File: config.mk
export PLATFORM = sky130hd
export DESIGN_NAME = seg_p2s_tx
export DESIGN_NICKNAME = d
export VERILOG_FILES = /design/src/rtl/seg_pkg.sv /design/src/rtl/seg_half_tick.sv /design/src/rtl/seg_p2s_tx.sv
export SDC_FILE = /design/constraint.sdc
export NUM_CORES = 1
export LEC_CHECK = 0
export CORE_MARGIN = 1
export CORE_UTILIZATION = 48
export DETAILED_ROUTE_END_ITERATION = 6
export GPL_ROUTABILITY_DRIVEN = 0
export PLACE_DENSITY = 0.89
export SLEW_MARGIN = 40
export SYNTH_ARGS = -nofsm -noshare
export SYNTH_HDL_FRONTEND = slang
export SYNTH_SLANG_ARGS = --single-unit
File: constraint.sdc
create_clock -name clk -period 2.7 [get_ports clk]
set_input_delay 0.54 -clock clk [delete_from_list [all_inputs] [get_ports clk]]
set_output_delay 0.54 -clock clk [all_outputs]
set_load 0.03 [all_outputs]
File: src/rtl/seg_pkg.sv
// Shared types and frame geometry for the 7-segment serial display path.
package seg_pkg;

    typedef enum logic [1:0] {
        IDLE,
        LOAD,
        SHIFT,
        LATCH
    } seg_state_e;

    localparam int SEG_DIGITS  = 8;
    localparam int SEG_FRAME_W = SEG_DIGITS * 8;

endpackage

File: src/rtl/seg_half_tick.sv
// Prescaler producing a one-cycle tick every HALF clk cycles while enabled.
module seg_half_tick #(
    parameter int HALF = 2
) (
    input  logic clk,
    input  logic rst,
    input  logic en_i,
    output logic tick_o
);

    localparam int CW = $clog2(HALF + 1);
    localparam logic [CW-1:0] TERM = CW'(HALF - 1);

    logic [CW-1:0] cnt_q;
    logic [CW-1:0] cnt_d;

    // Counter is held at zero while disabled so every SHIFT entry starts a full half-period.
    always_comb begin
        cnt_d  = cnt_q;
        tick_o = 1'b0;
        if (!en_i) begin
            cnt_d = '0;
        end else if (cnt_q == TERM) begin
            cnt_d  = '0;
            tick_o = 1'b1;
        end else begin
            cnt_d = cnt_q + CW'(1);
        end
    end

    always_ff @(posedge clk or posedge rst) begin
        if (rst) begin
            cnt_q <= '0;
        end else begin
            cnt_q <= cnt_d;
        end
    end

endmodule

File: src/rtl/seg_p2s_tx.sv
// Captures a full display frame and shifts it MSB-first into an external 74HC595 chain,
// then pulses the storage latch. All pin outputs come straight from flops.
module seg_p2s_tx
    import seg_pkg::*;
#(
    parameter int DATA_W   = SEG_FRAME_W,
    parameter int HALF     = 2,
    parameter int LATCH_CY = 2,
    parameter bit INV      = 1'b0
) (
    input  logic              clk,
    input  logic              rst,
    input  logic              start,
    input  logic [DATA_W-1:0] par_data,
    output logic              busy,
    output logic              done,
    output logic              s_clk,
    output logic              s_dat,
    output logic              s_latch,
    output logic              s_clr_n
);

    localparam int BCW = $clog2(DATA_W);
    localparam int LCW = $clog2(LATCH_CY + 1);

    seg_state_e        state_q, state_d;
    logic [DATA_W-1:0] shreg_q, shreg_d;
    logic [BCW-1:0]    bit_cnt_q, bit_cnt_d;
    logic [LCW-1:0]    lat_cnt_q, lat_cnt_d;
    logic              busy_q, busy_d;
    logic              done_q, done_d;
    logic              s_clk_q, s_clk_d;
    logic              s_dat_q, s_dat_d;
    logic              s_latch_q, s_latch_d;
    logic              s_clr_n_q, s_clr_n_d;
    logic              tick;

    seg_half_tick #(
        .HALF(HALF)
    ) u_half_tick (
        .clk   (clk),
        .rst   (rst),
        .en_i  (state_q == SHIFT),
        .tick_o(tick)
    );

    // s_clk_q doubles as the bit phase: low half first, then high half.
    always_comb begin
        state_d   = state_q;
        shreg_d   = shreg_q;
        bit_cnt_d = bit_cnt_q;
        lat_cnt_d = lat_cnt_q;
        busy_d    = busy_q;
        done_d    = 1'b0;
        s_clk_d   = s_clk_q;
        s_dat_d   = s_dat_q;
        s_latch_d = s_latch_q;
        s_clr_n_d = 1'b1;

        case (state_q)
            IDLE: begin
                if (start) begin
                    state_d = LOAD;
                    busy_d  = 1'b1;
                end
            end
            LOAD: begin
                shreg_d   = par_data;
                bit_cnt_d = BCW'(DATA_W - 1);
                s_dat_d   = par_data[DATA_W-1] ^ INV;
                s_clk_d   = 1'b0;
                state_d   = SHIFT;
            end
            SHIFT: begin
                if (tick) begin
                    if (!s_clk_q) begin
                        s_clk_d = 1'b1;
                    end else begin
                        s_clk_d = 1'b0;
                        if (bit_cnt_q == '0) begin
                            state_d   = LATCH;
                            s_latch_d = 1'b1;
                            lat_cnt_d = '0;
                        end else begin
                            bit_cnt_d = bit_cnt_q - BCW'(1);
                            shreg_d   = shreg_q << 1;
                            s_dat_d   = shreg_q[DATA_W-2] ^ INV;
                        end
                    end
                end
            end
            LATCH: begin
                // LATCH_CY strobe cycles, then one done cycle before returning to IDLE.
                lat_cnt_d = lat_cnt_q + LCW'(1);
                if (lat_cnt_q == LCW'(LATCH_CY - 1)) begin
                    s_latch_d = 1'b0;
                    done_d    = 1'b1;
                end else if (lat_cnt_q == LCW'(LATCH_CY)) begin
                    state_d   = IDLE;
                    busy_d    = 1'b0;
                    s_dat_d   = INV;
                    lat_cnt_d = lat_cnt_q;
                end
            end
            default: begin
                state_d = IDLE;
            end
        endcase
    end

    always_ff @(posedge clk or posedge rst) begin
        if (rst) begin
            state_q   <= IDLE;
            shreg_q   <= '0;
            bit_cnt_q <= '0;
            lat_cnt_q <= '0;
            busy_q    <= 1'b0;
            done_q    <= 1'b0;
            s_clk_q   <= 1'b0;
            s_dat_q   <= INV;
            s_latch_q <= 1'b0;
            s_clr_n_q <= 1'b0;
        end else begin
            state_q   <= state_d;
            shreg_q   <= shreg_d;
            bit_cnt_q <= bit_cnt_d;
            lat_cnt_q <= lat_cnt_d;
            busy_q    <= busy_d;
            done_q    <= done_d;
            s_clk_q   <= s_clk_d;
            s_dat_q   <= s_dat_d;
            s_latch_q <= s_latch_d;
            s_clr_n_q <= s_clr_n_d;
        end
    end

    assign busy    = busy_q;
    assign done    = done_q;
    assign s_clk   = s_clk_q;
    assign s_dat   = s_dat_q;
    assign s_latch = s_latch_q;
    assign s_clr_n = s_clr_n_q;

endmodule

==> run_results.csv, run 1 <==
group,metric,value,unit
synth,yosys.area_share.simple,0.151,
detailed_routing,dr.pass1.iters,4,
synth,synthMuxAreaShare,0.162,
sta,worst_slew_pin_slew,0.621,ns
placed_design,port_buffers,72,
die,start_util,0.502,
detailed_routing,met3_length,301,µm
synth,synth_seq_cells,81,
cells_and_area,antenna_cells,0,
detailed_routing,drc,0,
clocking,cts.sinks,81,
clocking,cts-root-buf,"clkbuf_8",
setup_path,critPathTopFamily,"buffers and inverters",
detailed_routing,wl_met2,4.20,mm
synth,avgSynthCellArea,10.8,µm²
run,cap_violations,0,
die,fp.dieH,95.1,µm
power,pwr-share-comb,0.470,
sta,finalCritPeriodShare,0.767,
sta,tns,0,ns
clocking,htreeDepth,3,
detailed_routing,avgRoutedWirePerCell,15.7,µm
clocking,hold_buffers,0,
power,p_int,3.26,mW
cells_and_area,final_common_cell,"dfrtp_1",
setup_path,slowest_stage,"clkdlybuf4s50_1",
clocking,post_cts_buffers,0,
sta,drv_slew,0,
min_path,hold_path_class,"flop to flop",
setup_path,r2r_slack,0.66,ns
grt,grt_antenna_before_repair,0,
sta,rsz0062_at_grt,"no",
power,p_per_area,1040,nW/µm²
detailed_routing,routed-via-count,3135,
cells_and_area,final_cells,558,
power,leakage,1.98,nW
clocking,clk_latency,0.34,ns
detailed_routing,drtIter0Drc,176,
synth,synth-edff-count,0,
cells_and_area,nets,523,
clocking,cts_tree,"done",
synth,async_reset_ff_frac,1.00,
synth,synth-main-ff-cell,"dfrtp_1",
setup_path,cp.required,2.16,ns
setup_path,worstPathArrival,1.53,ns
die,pin_count,73,
detailed_routing,ant_nets,0,
clocking,clkTransAtPathRegs,0.09,ns
synth,synth_xor_area_frac,0.00210,
setup_path,worstPathMaxFanout,5,
die,coreArea,8300,µm²
setup_path,path_cells,"clkdlybuf4s50_1",
die,row_count,33,
clocking,clockBufferDepth,2,
sta,min_period,2.07,ns
setup_path,worstSetupStartpointType,"flop",
grt,grt_start_max_net_pins,71,
synth,synthesis.area,4160,µm²
cells_and_area,final_cell_mix,"dfrtp_1, clkdlybuf4s50_1, a21oi_1",
detailed_routing,top_layer,"met4",
placed_design,placed_cells,542,
sta,setup_violations,0,
die,chipWidth,95.1,µm
grt,track_usage,0.208,
synth,synth_compound_area_frac,0.122,
detailed_routing,routed_wl,8.74,mm
power,p_seq_frac,0.380,
power,p_sw,2.14,mW
synth,yosysSeqAreaShare,0.487,
setup_path,worst-setup-path-type,"flop to output pin",
placed_design,dp.final_hpwl,5.84,mm
outcome,outcome,"finished clean",
synth,ys_warn_count,0,
sta,skew,0.00945,ns
synth,synth_nets,460,
power,clkPwrFrac,0.150,
sta,fmax,483,MHz
setup_path,crit_path_end_kind,"output pin",
sta,finalHoldViolations,0,
sta,hold_ws,0.489,ns
clocking,numCtsBuffers,9,
synth,synthCells,385,
power,ir_drop,0.660,mV
placed_design,pre_cts_ws,0.701,ns
grt,overflow,0,
synth,synth_top_family_by_area,"multiplexers",
sta,fin_ws,0.630,ns
detailed_routing,post_drt_via_cell_ratio,5.62,
setup_path,crit_buf_inv,1,
detailed_routing,wl_met1,4.09,mm
grt,first_global_vias,3050,
synth,yosys.area_share.adder,0.0240,
setup_path,critPathMaxStageDelay,0.71,ns
cells_and_area,syn_to_final_growth,24.6,%
grt,grt_pass1_wl,14.4,mm
die,die_area,9050,µm²
sta,max-slew-margin-rel,0.584,
power,switching_share,0.396,
cells_and_area,drive_above_1_share,0.139,
synth,synth_cell_type_count,39,
clocking,postCtsResizedCells,0,
[registers in the layout (all words and copies together) (netlist names)]
name and flops:
bit_cnt_q 6, busy 1, done 1, lat_cnt_q 2, s_clk 1, s_clr_n 1, s_dat 1, s_latch 1
shreg_q 63, state_q 2, u_half_tick.cnt_q 2
[final cells by class]
cell class | instances | area [µm²]
Fill cell | 662 | 3110
Sequential cell | 81 | 2030
Multi-Input combinational cell | 262 | 1950
Timing Repair Buffer | 82 | 853
Tap cell | 105 | 131
Clock buffer | 9 | 124
Clock inverter | 7 | 53.8
Inverter | 12 | 46.3
[layer usage]
layer  vias up  GRT usage
met1      1539      0.297
met3        11     0.0279
li1       1510          -
met2        75      0.315
met5         -          0
met4         0     0.0896
[path summary, 6_finish.rpt]
path | to | depth (start not counted) | startpoint
worst max-delay path | s_clk | 1 | s_clk$_DFFE_PP0P_
worst min-delay path | u_half_tick.cnt_q[0]$_DFF_PP0_ | 1 | u_half_tick.cnt_q[0]$_DFF_PP0_
worst max register to register | shreg_q[33]$_DFFE_PP0P_ | 7 | state_q[1]$_DFFE_PP0P_
worst min register to register | u_half_tick.cnt_q[0]$_DFF_PP0_ | 1 | u_half_tick.cnt_q[0]$_DFF_PP0_
max in group asynchronous | shreg_q[17]$_DFFE_PP0P_ | 3 | rst
min in group asynchronous | shreg_q[37]$_DFFE_PP0P_ | 2 | rst
[synthesized netlist by cell type (3+ instances only)]
library cell	number	area (µm²)
clkbuf_1	6	22.5
nor3_2	28	280
nand2b_1	3	18.8
o21ai_0	5	25.0
nor3_1	39	195
and2_1	4	25.0
mux2i_1	65	651
nand2_1	5	18.8
a21oi_1	69	345
ha_1	8	100
buf_6	4	45.0
inv_1	12	45.0
dfrtp_1	81	2030
buf_2	18	90.1
nor2_1	7	26.3
[power groups by stage]
stage / Clock [mW] / Sequential (mW) / Combinational [mW]
finish: 0.809 / 2.05 / 2.54
global route: 0.881 / 2.10 / 2.81
CTS: 0.834 / 2.05 / 2.56
detailed placement: 0 / 2.07 / 2.55
global placement: 0 / 2.04 / 2.42
floorplan: 0 / 2.04 / 1.91
[stage by stage]
stage | utilization | power [mW] | area, µm²
floorplan | - | 3.95 | 4160
global placement | 0.602 | 4.46 | 4990
detailed placement | 0.603 | 4.62 | 5010
CTS | 0.625 | 5.44 | 5190
global route | 0.625 | 5.79 | 5190
finish | 0.625 | 5.40 | 5190
[logic make-up (layout without fill, tap and decap cells)]
logic type / count (synthesis) / in the layout
xor+xnor: 1 / 1
other cells: 1 / 1
buf+inv: 42 / 110
flops: 81 / 81
compound gates: 90 / 90
simple gates: 95 / 95
fa+ha+maj: 8 / 8
mux: 67 / 67
Power figures use the tool's default switching activity.
==> run 2: changes to the inputs <==
==> constraint.sdc (replaced) <==
create_clock -name clk -period 1.9 [get_ports clk]
set_input_delay 0.38 -clock clk [delete_from_list [all_inputs] [get_ports clk]]
set_output_delay 0.38 -clock clk [all_outputs]
set_load 0.03 [all_outputs]
==> run_results.csv, run 2 (synthesis gave the netlist of run 1 again) <==
group,metric,value,unit
grt,overflow,0,
power,pwr-share-comb,0.461,
power,p_per_area,1550,nW/µm²
clocking,htreeDepth,3,
detailed_routing,routed-via-count,3181,
cells_and_area,largest_reg_flops,63,
detailed_routing,routed_wl,8.95,mm
cells_and_area,reg_top3,"shreg_q: 63 flops, bit_cnt_q: 6 flops",
outcome,outcome,"finished clean",
sta,min_period,1.83,ns
die,die_area,9050,µm²
placed_design,port_buffers,72,
sta,hold_ws,0.491,ns
cells_and_area,nets,534,
clocking,clockBufferDepth,2,
sta,tns,0,ns
setup_path,cp.required,2.14,ns
die,chipWidth,95.1,µm
clocking,hold_buffers,0,
setup_path,slowest_stage,"dfrtp_1",
grt,grt_antenna_before_repair,0,
cells_and_area,final_cell_mix,"dfrtp_1, clkdlybuf4s50_1, a21oi_1",
sta,setup_violations,0,
cells_and_area,syn_to_final_growth,31.1,%
sta,fin_ws,0.0725,ns
setup_path,worstSetupStartpointType,"flop",
detailed_routing,post_drt_via_cell_ratio,5.59,
setup_path,worst-setup-path-type,"flop to flop",
sta,rsz0062_at_grt,"no",
power,p_seq_frac,0.344,
clocking,cts.sinks,81,
detailed_routing,avgRoutedWirePerCell,15.7,µm
cells_and_area,final_cells,569,
die,coreArea,8300,µm²
clocking,cts-root-buf,"clkbuf_8",
sta,fmax,547,MHz
die,row_count,33,
power,leakage,2.12,nW
sta,drv_slew,0,
grt,first_global_vias,3078,
setup_path,critPathMaxStageDelay,0.44,ns
setup_path,worstPathMaxFanout,6,
power,clkPwrFrac,0.195,
placed_design,placed_cells,546,
placed_design,dp.final_hpwl,5.76,mm
cells_and_area,drive_above_1_share,0.162,
setup_path,crit_path_end_kind,"flop",
placed_design,pre_cts_ws,0.0773,ns
run,cap_violations,0,
grt,grt_start_max_net_pins,82,
sta,skew,0.00741,ns
power,p_sw,3.08,mW
setup_path,critPathTopFamily,"simple AND/OR/NAND/NOR gates",
die,fp.dieH,95.1,µm
detailed_routing,drc,0,
detailed_routing,dr.pass1.iters,4,
clocking,numCtsBuffers,9,
power,ir_drop,0.879,mV
die,start_util,0.502,
clocking,clkTransAtPathRegs,0.09,ns
setup_path,crit_buf_inv,0,
detailed_routing,drtIter0Drc,113,
setup_path,path_cells,"or3_4, o31a_1, nor2_2, mux2_1",
detailed_routing,ant_nets,0,
die,pin_count,73,
sta,finalHoldViolations,0,
cells_and_area,final_common_cell,"dfrtp_1",
sta,finalCritPeriodShare,0.962,
power,p_int,5.40,mW
cells_and_area,antenna_cells,0,
grt,track_usage,0.205,
cells_and_area,regMostFlops,"shreg_q",
clocking,clk_latency,0.36,ns
setup_path,worstPathArrival,2.07,ns
clocking,cts_tree,"done",
min_path,hold_path_class,"input pin to asynchronous set/reset pin",
grt,grt_pass1_wl,14.3,mm
power,switching_share,0.363,
-- run 2: cell count changes in the layout (fill, tap and decap cells not counted), sizes merged --
cell           change
clkdlybuf4s50      -1
clkinvlp           -2
bufinv             +4
inv                -3
clkinv             +1
buf               +10
clkbuf             +1
dlymetal6s2s       +1
-- run 2: area by class of cell --
| class | instances | area (µm²) |
|---|---|---|
| inverters | 12 | 48.8 |
| repair buffers | 93 | 1020 |
| clock inverters | 7 | 143 |
| flip-flops and latches | 81 | 2030 |
| multi-input cells | 262 | 1960 |
| fillers | 633 | 2840 |
| well taps | 105 | 131 |
| clock buffers | 9 | 124 |
-- run 2: power by group through the flow --
stage | clock, mW | combinational (mW) | sequential [mW]
2_1_floorplan | 0 | 2.72 | 2.90
3_3_place_gp | 0 | 3.62 | 2.90
3_5_place_dp | 0 | 3.78 | 2.94
4_1_cts | 1.68 | 3.80 | 2.92
5_1_grt | 1.76 | 4.27 | 3.00
6_report | 1.65 | 3.91 | 2.92
-- run 2: timing repair --
action / 4_1_cts / 5_1_grt
endpoints found under the setup margin: 0 / 59
resized for setup: 0 / 3
setup buffers: 0 / 6
-- run 2: worst paths after layout --
path	startpoint	to	slack, ns	depth (start not counted)
worst min-delay path	rst	shreg_q[45]$_DFFE_PP0P_	0.49	3
worst max register to register	bit_cnt_q[2]$_DFFE_PP0P_	state_q[1]$_DFFE_PP0P_	0.07	4
min in group clk	u_half_tick.cnt_q[0]$_DFF_PP0_	u_half_tick.cnt_q[0]$_DFF_PP0_	0.50	1
worst min register to register	u_half_tick.cnt_q[0]$_DFF_PP0_	u_half_tick.cnt_q[0]$_DFF_PP0_	0.50	1
worst max-delay path	bit_cnt_q[2]$_DFFE_PP0P_	state_q[1]$_DFFE_PP0P_	0.07	4
max in group asynchronous	rst	shreg_q[17]$_DFFE_PP0P_	1.10	3
-- run 2: per-stage QoR --
step                      instance area (µm²)  power [mW]  utilization
after global routing                     5460        9.03        0.657
after detailed placement                 5100        6.72        0.614
after floorplan                          4170        5.61            -
after CTS                                5360        8.40        0.646
final                                    5460        8.48        0.657
after global placement                   5100        6.52        0.614
-- run 2: tightest hold or removal path: stages --
cell             delay (ns)
clkdlybuf4s50_1        0.44
clkinvlp_4             0.10
buf_12                 0.36
-- run 2: metal layers --
metal / share of wire / track usage
met2: 0.49 / 0.332
met4: 0.013 / 0.0530
met1: 0.46 / 0.272
met3: 0.041 / 0.0574
met5: 0 / 0
